<file path="src/rtl/sdm_pkg.sv">
// Shared types and arithmetic helpers for the second-order delta-sigma DAC modulator.
package sdm_pkg;

    typedef enum logic [1:0] {
        IDLE = 2'd0,
        LOAD = 2'd1,
        RUN  = 2'd2
    } state_t;

    // Full-scale feedback magnitude for a DW-bit signed sample.
    function automatic logic signed [63:0] fs_of(input int dw);
        return 64'sd1 <<< (dw - 1);
    endfunction

    // Input limit that keeps the second-order loop stable.
    function automatic logic signed [63:0] xmax_of(input int dw);
        return (fs_of(dw) * 64'sd3) >>> 2;
    endfunction

    // Three-operand add clamped to a w-bit signed range.
    function automatic logic signed [63:0] sat_add3(
        input logic signed [63:0] a,
        input logic signed [63:0] b,
        input logic signed [63:0] c,
        input int                 w
    );
        logic signed [63:0] sum;
        logic signed [63:0] lim_hi;
        logic signed [63:0] lim_lo;
        sum    = a + b + c;
        lim_hi = (64'sd1 <<< (w - 1)) - 64'sd1;
        lim_lo = -(64'sd1 <<< (w - 1));
        if (sum > lim_hi) begin
            return lim_hi;
        end else if (sum < lim_lo) begin
            return lim_lo;
        end
        return sum;
    endfunction

endpackage

</file>
<file path="src/rtl/sdm2_core.sv">
// Two saturating integrators, 1-bit quantizer and +/-FS feedback; one step per update.
module sdm2_core
    import sdm_pkg::*;
#(
    parameter int DW = 16,
    parameter int IW = DW + 4
) (
    input  logic          clk,
    input  logic          rst,
    input  logic          clear,
    input  logic          update,
    input  logic [DW-1:0] x,
    output logic          dout
);

    localparam logic signed [63:0] FS = fs_of(DW);

    logic signed [IW-1:0] acc1_reg;
    logic signed [IW-1:0] acc2_reg;
    logic signed [IW-1:0] acc1_next;
    logic signed [IW-1:0] acc2_next;
    logic                 dout_reg;
    logic                 dout_next;
    logic signed [63:0]   fb;
    logic signed [63:0]   sum1;
    logic signed [63:0]   sum2;

    // The second integrator sees the freshly updated first integrator.
    always_comb begin
        fb        = dout_reg ? FS : -FS;
        sum1      = sat_add3(64'(acc1_reg), 64'($signed(x)), -fb, IW);
        acc1_next = sum1[IW-1:0];
        sum2      = sat_add3(64'(acc2_reg), 64'(acc1_next), -fb, IW);
        acc2_next = sum2[IW-1:0];
        dout_next = ~acc2_next[IW-1];
    end

    always_ff @(posedge clk) begin
        if (rst || clear) begin
            acc1_reg <= '0;
            acc2_reg <= '0;
            dout_reg <= 1'b0;
        end else if (update) begin
            acc1_reg <= acc1_next;
            acc2_reg <= acc2_next;
            dout_reg <= dout_next;
        end
    end

    assign dout = dout_reg;

endmodule

</file>
<file path="src/rtl/sdm2_dac_modulator.sv">
// Sample handshake, OSR frame counter, input clamping and sticky status around sdm2_core.
module sdm2_dac_modulator
    import sdm_pkg::*;
#(
    parameter int DW  = 16,
    parameter int OSR = 256,
    parameter int IW  = DW + 4
) (
    input  logic          clk,
    input  logic          rst,
    input  logic          en,
    input  logic [DW-1:0] din,
    input  logic          din_valid,
    output logic          din_ready,
    output logic          dout,
    output logic          bit_valid,
    output logic          frame,
    output logic          clamp_flag,
    output logic          underrun_flag
);

    localparam int                    CW       = $clog2(OSR);
    localparam logic [CW-1:0]         CNT_LAST = CW'(OSR - 1);
    localparam logic signed [DW-1:0]  XMAX     = DW'(xmax_of(DW));

    state_t               state_reg;
    state_t               state_next;
    logic [CW-1:0]        cnt_reg;
    logic signed [DW-1:0] x_reg;
    logic signed [DW-1:0] x_clamped;
    logic signed [DW-1:0] din_s;
    logic                 clamp_hit;
    logic                 bit_valid_reg;
    logic                 frame_reg;
    logic                 clamp_flag_reg;
    logic                 underrun_flag_reg;
    logic                 at_wrap;
    logic                 run_update;
    logic                 accept;
    logic                 core_clear;

    assign at_wrap = (cnt_reg == CNT_LAST);

    always_comb begin
        din_s     = $signed(din);
        x_clamped = din_s;
        clamp_hit = 1'b0;
        if (din_s > XMAX) begin
            x_clamped = XMAX;
            clamp_hit = 1'b1;
        end else if (din_s < -XMAX) begin
            x_clamped = -XMAX;
            clamp_hit = 1'b1;
        end
    end

    always_comb begin
        state_next = state_reg;
        din_ready  = 1'b0;
        run_update = 1'b0;
        case (state_reg)
            IDLE: begin
                if (en) begin
                    state_next = LOAD;
                end
            end
            LOAD: begin
                din_ready = 1'b1;
                if (!en) begin
                    state_next = IDLE;
                end else if (din_valid) begin
                    state_next = RUN;
                end
            end
            RUN: begin
                din_ready = at_wrap;
                if (en) begin
                    run_update = 1'b1;
                end else begin
                    state_next = IDLE;
                end
            end
            default: begin
                state_next = IDLE;
            end
        endcase
    end

    assign accept     = din_ready & din_valid;
    assign core_clear = (state_next == IDLE);

    always_ff @(posedge clk) begin
        if (rst) begin
            state_reg <= IDLE;
        end else begin
            state_reg <= state_next;
        end
    end

    always_ff @(posedge clk) begin
        if (rst) begin
            cnt_reg           <= '0;
            x_reg             <= '0;
            bit_valid_reg     <= 1'b0;
            frame_reg         <= 1'b0;
            clamp_flag_reg    <= 1'b0;
            underrun_flag_reg <= 1'b0;
        end else begin
            if (accept) begin
                x_reg <= x_clamped;
                if (clamp_hit) begin
                    clamp_flag_reg <= 1'b1;
                end
            end
            if (state_reg != RUN) begin
                cnt_reg <= '0;
            end else if (run_update) begin
                cnt_reg <= at_wrap ? '0 : cnt_reg + CW'(1);
            end
            // Missing sample at a frame boundary: keep running on the previous x.
            if (run_update && at_wrap && !din_valid) begin
                underrun_flag_reg <= 1'b1;
            end
            bit_valid_reg <= run_update;
            frame_reg     <= run_update && (cnt_reg == '0);
        end
    end

    sdm2_core #(
        .DW (DW),
        .IW (IW)
    ) u_core (
        .clk    (clk),
        .rst    (rst),
        .clear  (core_clear),
        .update (run_update),
        .x      (x_reg),
        .dout   (dout)
    );

    assign bit_valid     = bit_valid_reg;
    assign frame         = frame_reg;
    assign clamp_flag    = clamp_flag_reg;
    assign underrun_flag = underrun_flag_reg;

endmodule

</file>
<file path="config.mk">
export PLATFORM = sky130hd
export DESIGN_NAME = sdm2_dac_modulator
export DESIGN_NICKNAME = d
export VERILOG_FILES = /design/src/rtl/sdm_pkg.sv /design/src/rtl/sdm2_core.sv /design/src/rtl/sdm2_dac_modulator.sv
export SDC_FILE = /design/constraint.sdc
export NUM_CORES = 1
export LEC_CHECK = 0
export CAP_MARGIN = 0
export CORE_ASPECT_RATIO = 0.9
export CORE_MARGIN = 3
export CORE_UTILIZATION = 50
export CTS_CLUSTER_SIZE = 8
export DETAILED_ROUTE_END_ITERATION = 7
export GPL_TIMING_DRIVEN = 0
export PLACE_DENSITY_LB_ADDON = 0.12
export SETUP_SLACK_MARGIN = 0.02
export SYNTH_ARGS = -nofsm -noshare
export SYNTH_HDL_FRONTEND = slang
export SYNTH_HIERARCHICAL = 1
export SYNTH_SLANG_ARGS = --single-unit
</file>
<file path="constraint.sdc">
create_clock -name clk -period 16.6 [get_ports clk]
set_clock_uncertainty 0.1 [all_clocks]
set_input_delay 2.49 -clock clk [delete_from_list [all_inputs] [get_ports clk]]
set_output_delay 2.49 -clock clk [all_outputs]
set_load 0.05 [all_outputs]
</file>
==> impl_results.md <==
- Setup TNS: 0 ns
- Synth unique cells: between 80 and 90
- Share of the synthesized area in the top cell type: 20.3%
- Max-cap violations: 0
- Port Buffers: 25
- Final worst slack: 6.59 ns
- Tmin final: 10.01 ns
- Cell with the most instances after synthesis: ha_1
- Die H: 118 µm
- Crit path max-delay cell type: or4_1
- Number of inserted diodes: 0
- Sequential area share after synthesis: 20.3%
- DR WL/cell: 16.4 µm
- GRT overflow: 0
- P&R area growth vs syn: 11.2%
- Worst-case clock buffer depth: 2
- Setup crit end kind: flip-flop
- Peak VDD IR: 0.0585 mV
- Final WL: 17000 µm
- Slew HR: 51.4%
- Top cells by area, synth: dfxtp_1, ha_1, fa_1
- Total CTS buffers: 9
- Iter 0 DRT Violations: 299
- RR Endpoint: u_core/acc2_reg[14]$_SDFFE_PP0P_
- Post-synth ARST share: 0%
- Share of cells above drive strength 1: 12.6%
- Synth Flop Type: dfxtp_1
- CTS Sinks: 71
- Initial Util: approximately 52%
- Clock transition at path regs: 0.06 ns
- Die area: 0.0155 mm²
- R2R setup slack: 6.59 ns
- # rows: 40
- Worst Hold End: underrun_flag$_SDFFE_PP0P_
- Critical path's most frequent cell: fa_1
- # nets final: about 990
- First-pass GRT wire length: 28200 µm
- Fin. max-slew vios: 0
- Pre-CTS WS: 6.65 ns
- Drt first pass iters: 5
- Power per cell area: roughly 78 mW/mm²
- Hold wc startpoint: underrun_flag$_SDFFE_PP0P_
- Critical path arrival: 10.19 ns
- Most frequent cells after synthesis: ha_1, dfxtp_1, o21ai_0, nand2_1, a21oi_1
- Hold Path Class: reg -> reg
- Avg Inst Size Synth: between 8 and 9 µm²
- Cell area after synthesis: about 0.007 mm²
- FF-to-FF path depth: 40
- Number of global-route vias before repair: 5812
- Crit Path Category: reg -> reg
- Slew @ Worst Pin: 0.728 ns
- Mapped Cells: 822
- Detailed placer's ending HPWL: about 13000 µm
- Ys Warns: 6
- Antenna viol nets, final: 0
- EDFF count, synth: 0
- Fmax: 99.9 MHz
- RePlAce Congestion: roughly 0.97
- Post-Syn Nets: 955
- Vias: 6232
- Vias per std cell: 6.04
- Pleak: 3.41 nW
- Worst-Skew Late Latency: ~0.34 ns
- Ports: 26
- #FFs+latches synth: between 70 and 80
- CTS root buffer: clkbuf_16
- H-tree levels: 3
- Endpoints failing hold: 0
- # hold bufs at CTS: 0
- Final setup fails: 0
- CP max stage delay: 0.56 ns
- Fin crit share: 60.3%
- Status: completed
- RSZ-0062 raised after global routing: false
- Filler cells: 1181
- TritonCTS clock tree: yes
- All-Layer GR Usage: 22.1%
- Req. time, crit path: 16.77 ns
- Leading area contributor after synthesis: dfxtp_1
- PostCTS Resize Cnt: 0
- Initial antenna violation count: 0
- CP max FO: 10
- Core area: 0.0135 mm²
- Die width: 131 µm
- Pin count of the biggest net entering global routing: 15
- Remaining DRCs: 0
- Startpoint Class: flip-flop
- Buffers inserted by post-CTS timing repair: 0
- Hold Path Depth: 2
- Worst reg2reg startpoint: x_reg[1]$_SDFFE_PP0P_
-- placed cells by master, fill, tap and decap left out, drive strengths merged, types with 5 or more instances in the layout --
| master | Yosys | layout |
|---|---|---|
| o211ai | 12 | 12 |
| nand3 | 32 | 32 |
| fa | 34 | 34 |
| a211oi | 6 | 6 |
| nor4 | 10 | 10 |
| clkdlybuf4s50 | 1 | 26 |
| nor3 | 18 | 18 |
| o21ai | 83 | 83 |
| inv | 38 | 42 |
| nand2 | 77 | 77 |
| ha | 79 | 79 |
| nor2b | 5 | 5 |
| a21o | 26 | 26 |
| nor4b | 5 | 5 |
| xnor2 | 19 | 19 |
| o21a | 7 | 7 |
| a31o | 5 | 5 |
| nor2 | 34 | 34 |
| nand4b | 7 | 7 |
| nand2b | 8 | 8 |
| dfxtp | 71 | 71 |
| buf | 14 | 14 |
| a21oi | 85 | 85 |
| clkbuf | 23 | 32 |
| and2 | 12 | 12 |
| nand4 | 24 | 24 |
| or4 | 6 | 6 |
| and3 | 9 | 9 |
| xor2 | 12 | 12 |
-- per-layer routing --
layer | share of wire [%] | GRT usage (%)
met1 | 49 | 31.7
met2 | 46 | 34.7
met3 | 4.4 | 2.44
met4 | 1.1 | 6.62
met5 | 0 | 0
-- worst max-delay path by stage --
stage | cells past startpoint | to | from | slack, ns
CTS | 40 | u_core/acc2_reg[14]$_SDFFE_PP0P_ | x_reg[1]$_SDFFE_PP0P_ | 6.60
finish | 40 | u_core/acc2_reg[14]$_SDFFE_PP0P_ | x_reg[1]$_SDFFE_PP0P_ | 6.59
detailed placement | 40 | u_core/acc2_reg[18]$_SDFFE_PP0P_ | x_reg[1]$_SDFFE_PP0P_ | 6.65
global route | 40 | u_core/acc2_reg[14]$_SDFFE_PP0P_ | x_reg[1]$_SDFFE_PP0P_ | 5.88
floorplan | 36 | u_core/acc2_reg[0]$_SDFFE_PP0P_ | u_core/dout$_SDFFE_PP0P_ | 7.57
global placement | 40 | u_core/acc2_reg[5]$_SDFFE_PP0P_ | x_reg[1]$_SDFFE_PP0P_ | 6.78
-- cells by family after synthesis --
family	after synthesis	synth area share [%]
and+or+nand+nor	267	21.0
AOI/OAI and AO/OA	263	25.4
adders and majority gates	113	23.8
buffers and inverters	77	5.69
DFF	71	20.3
xor gates and xnor gates	31	3.87
-- final cells by class --
type,instances,area (µm²),share of cell area [%]
plain buffers,38,253,3.24
clock buffers,9,225,2.89
clock inverters,7,100,1.28
inverters,39,146,1.88
multi-input cells,674,5190,66.6
flip-flops and latches,71,1420,18.2
well taps,168,210,2.70
repair buffers,25,250,3.21
-- critical path: cells and delay by family, from the launching register on --
kind	cells	cell delay, ns
simple gates	16	2.97
compound gates	12	2.93
fa+ha+maj	7	2.89
buf+inv	5	0.69
flops	1	0.34
-- where the power goes --
| part | internal, mW | switching (mW) | total (mW) |
|---|---|---|---|
| Sequential | 0.172 | 0.00141 | 0.173 |
| Combinational | 0.0893 | 0.131 | 0.220 |
| Clock | 0.133 | 0.0821 | 0.216 |
| Total | 0.395 | 0.214 | 0.609 |
-- per-stage QoR --
step	total power [mW]	std cells	hold slack (ns)	instance area (µm²)	utilization (%)
6_report	0.609	1031	0.368	7790	57.7
3_5_place_dp	0.395	1015	0.363	7470	55.3
2_1_floorplan	0.346	822	0.340	7010	-
5_1_grt	0.645	1031	0.407	7790	57.7
4_1_cts	0.613	1031	0.376	7790	57.7
3_3_place_gp	0.388	1015	0.352	7470	55.3
No activity file was read; power rests on OpenSTA's default activity.
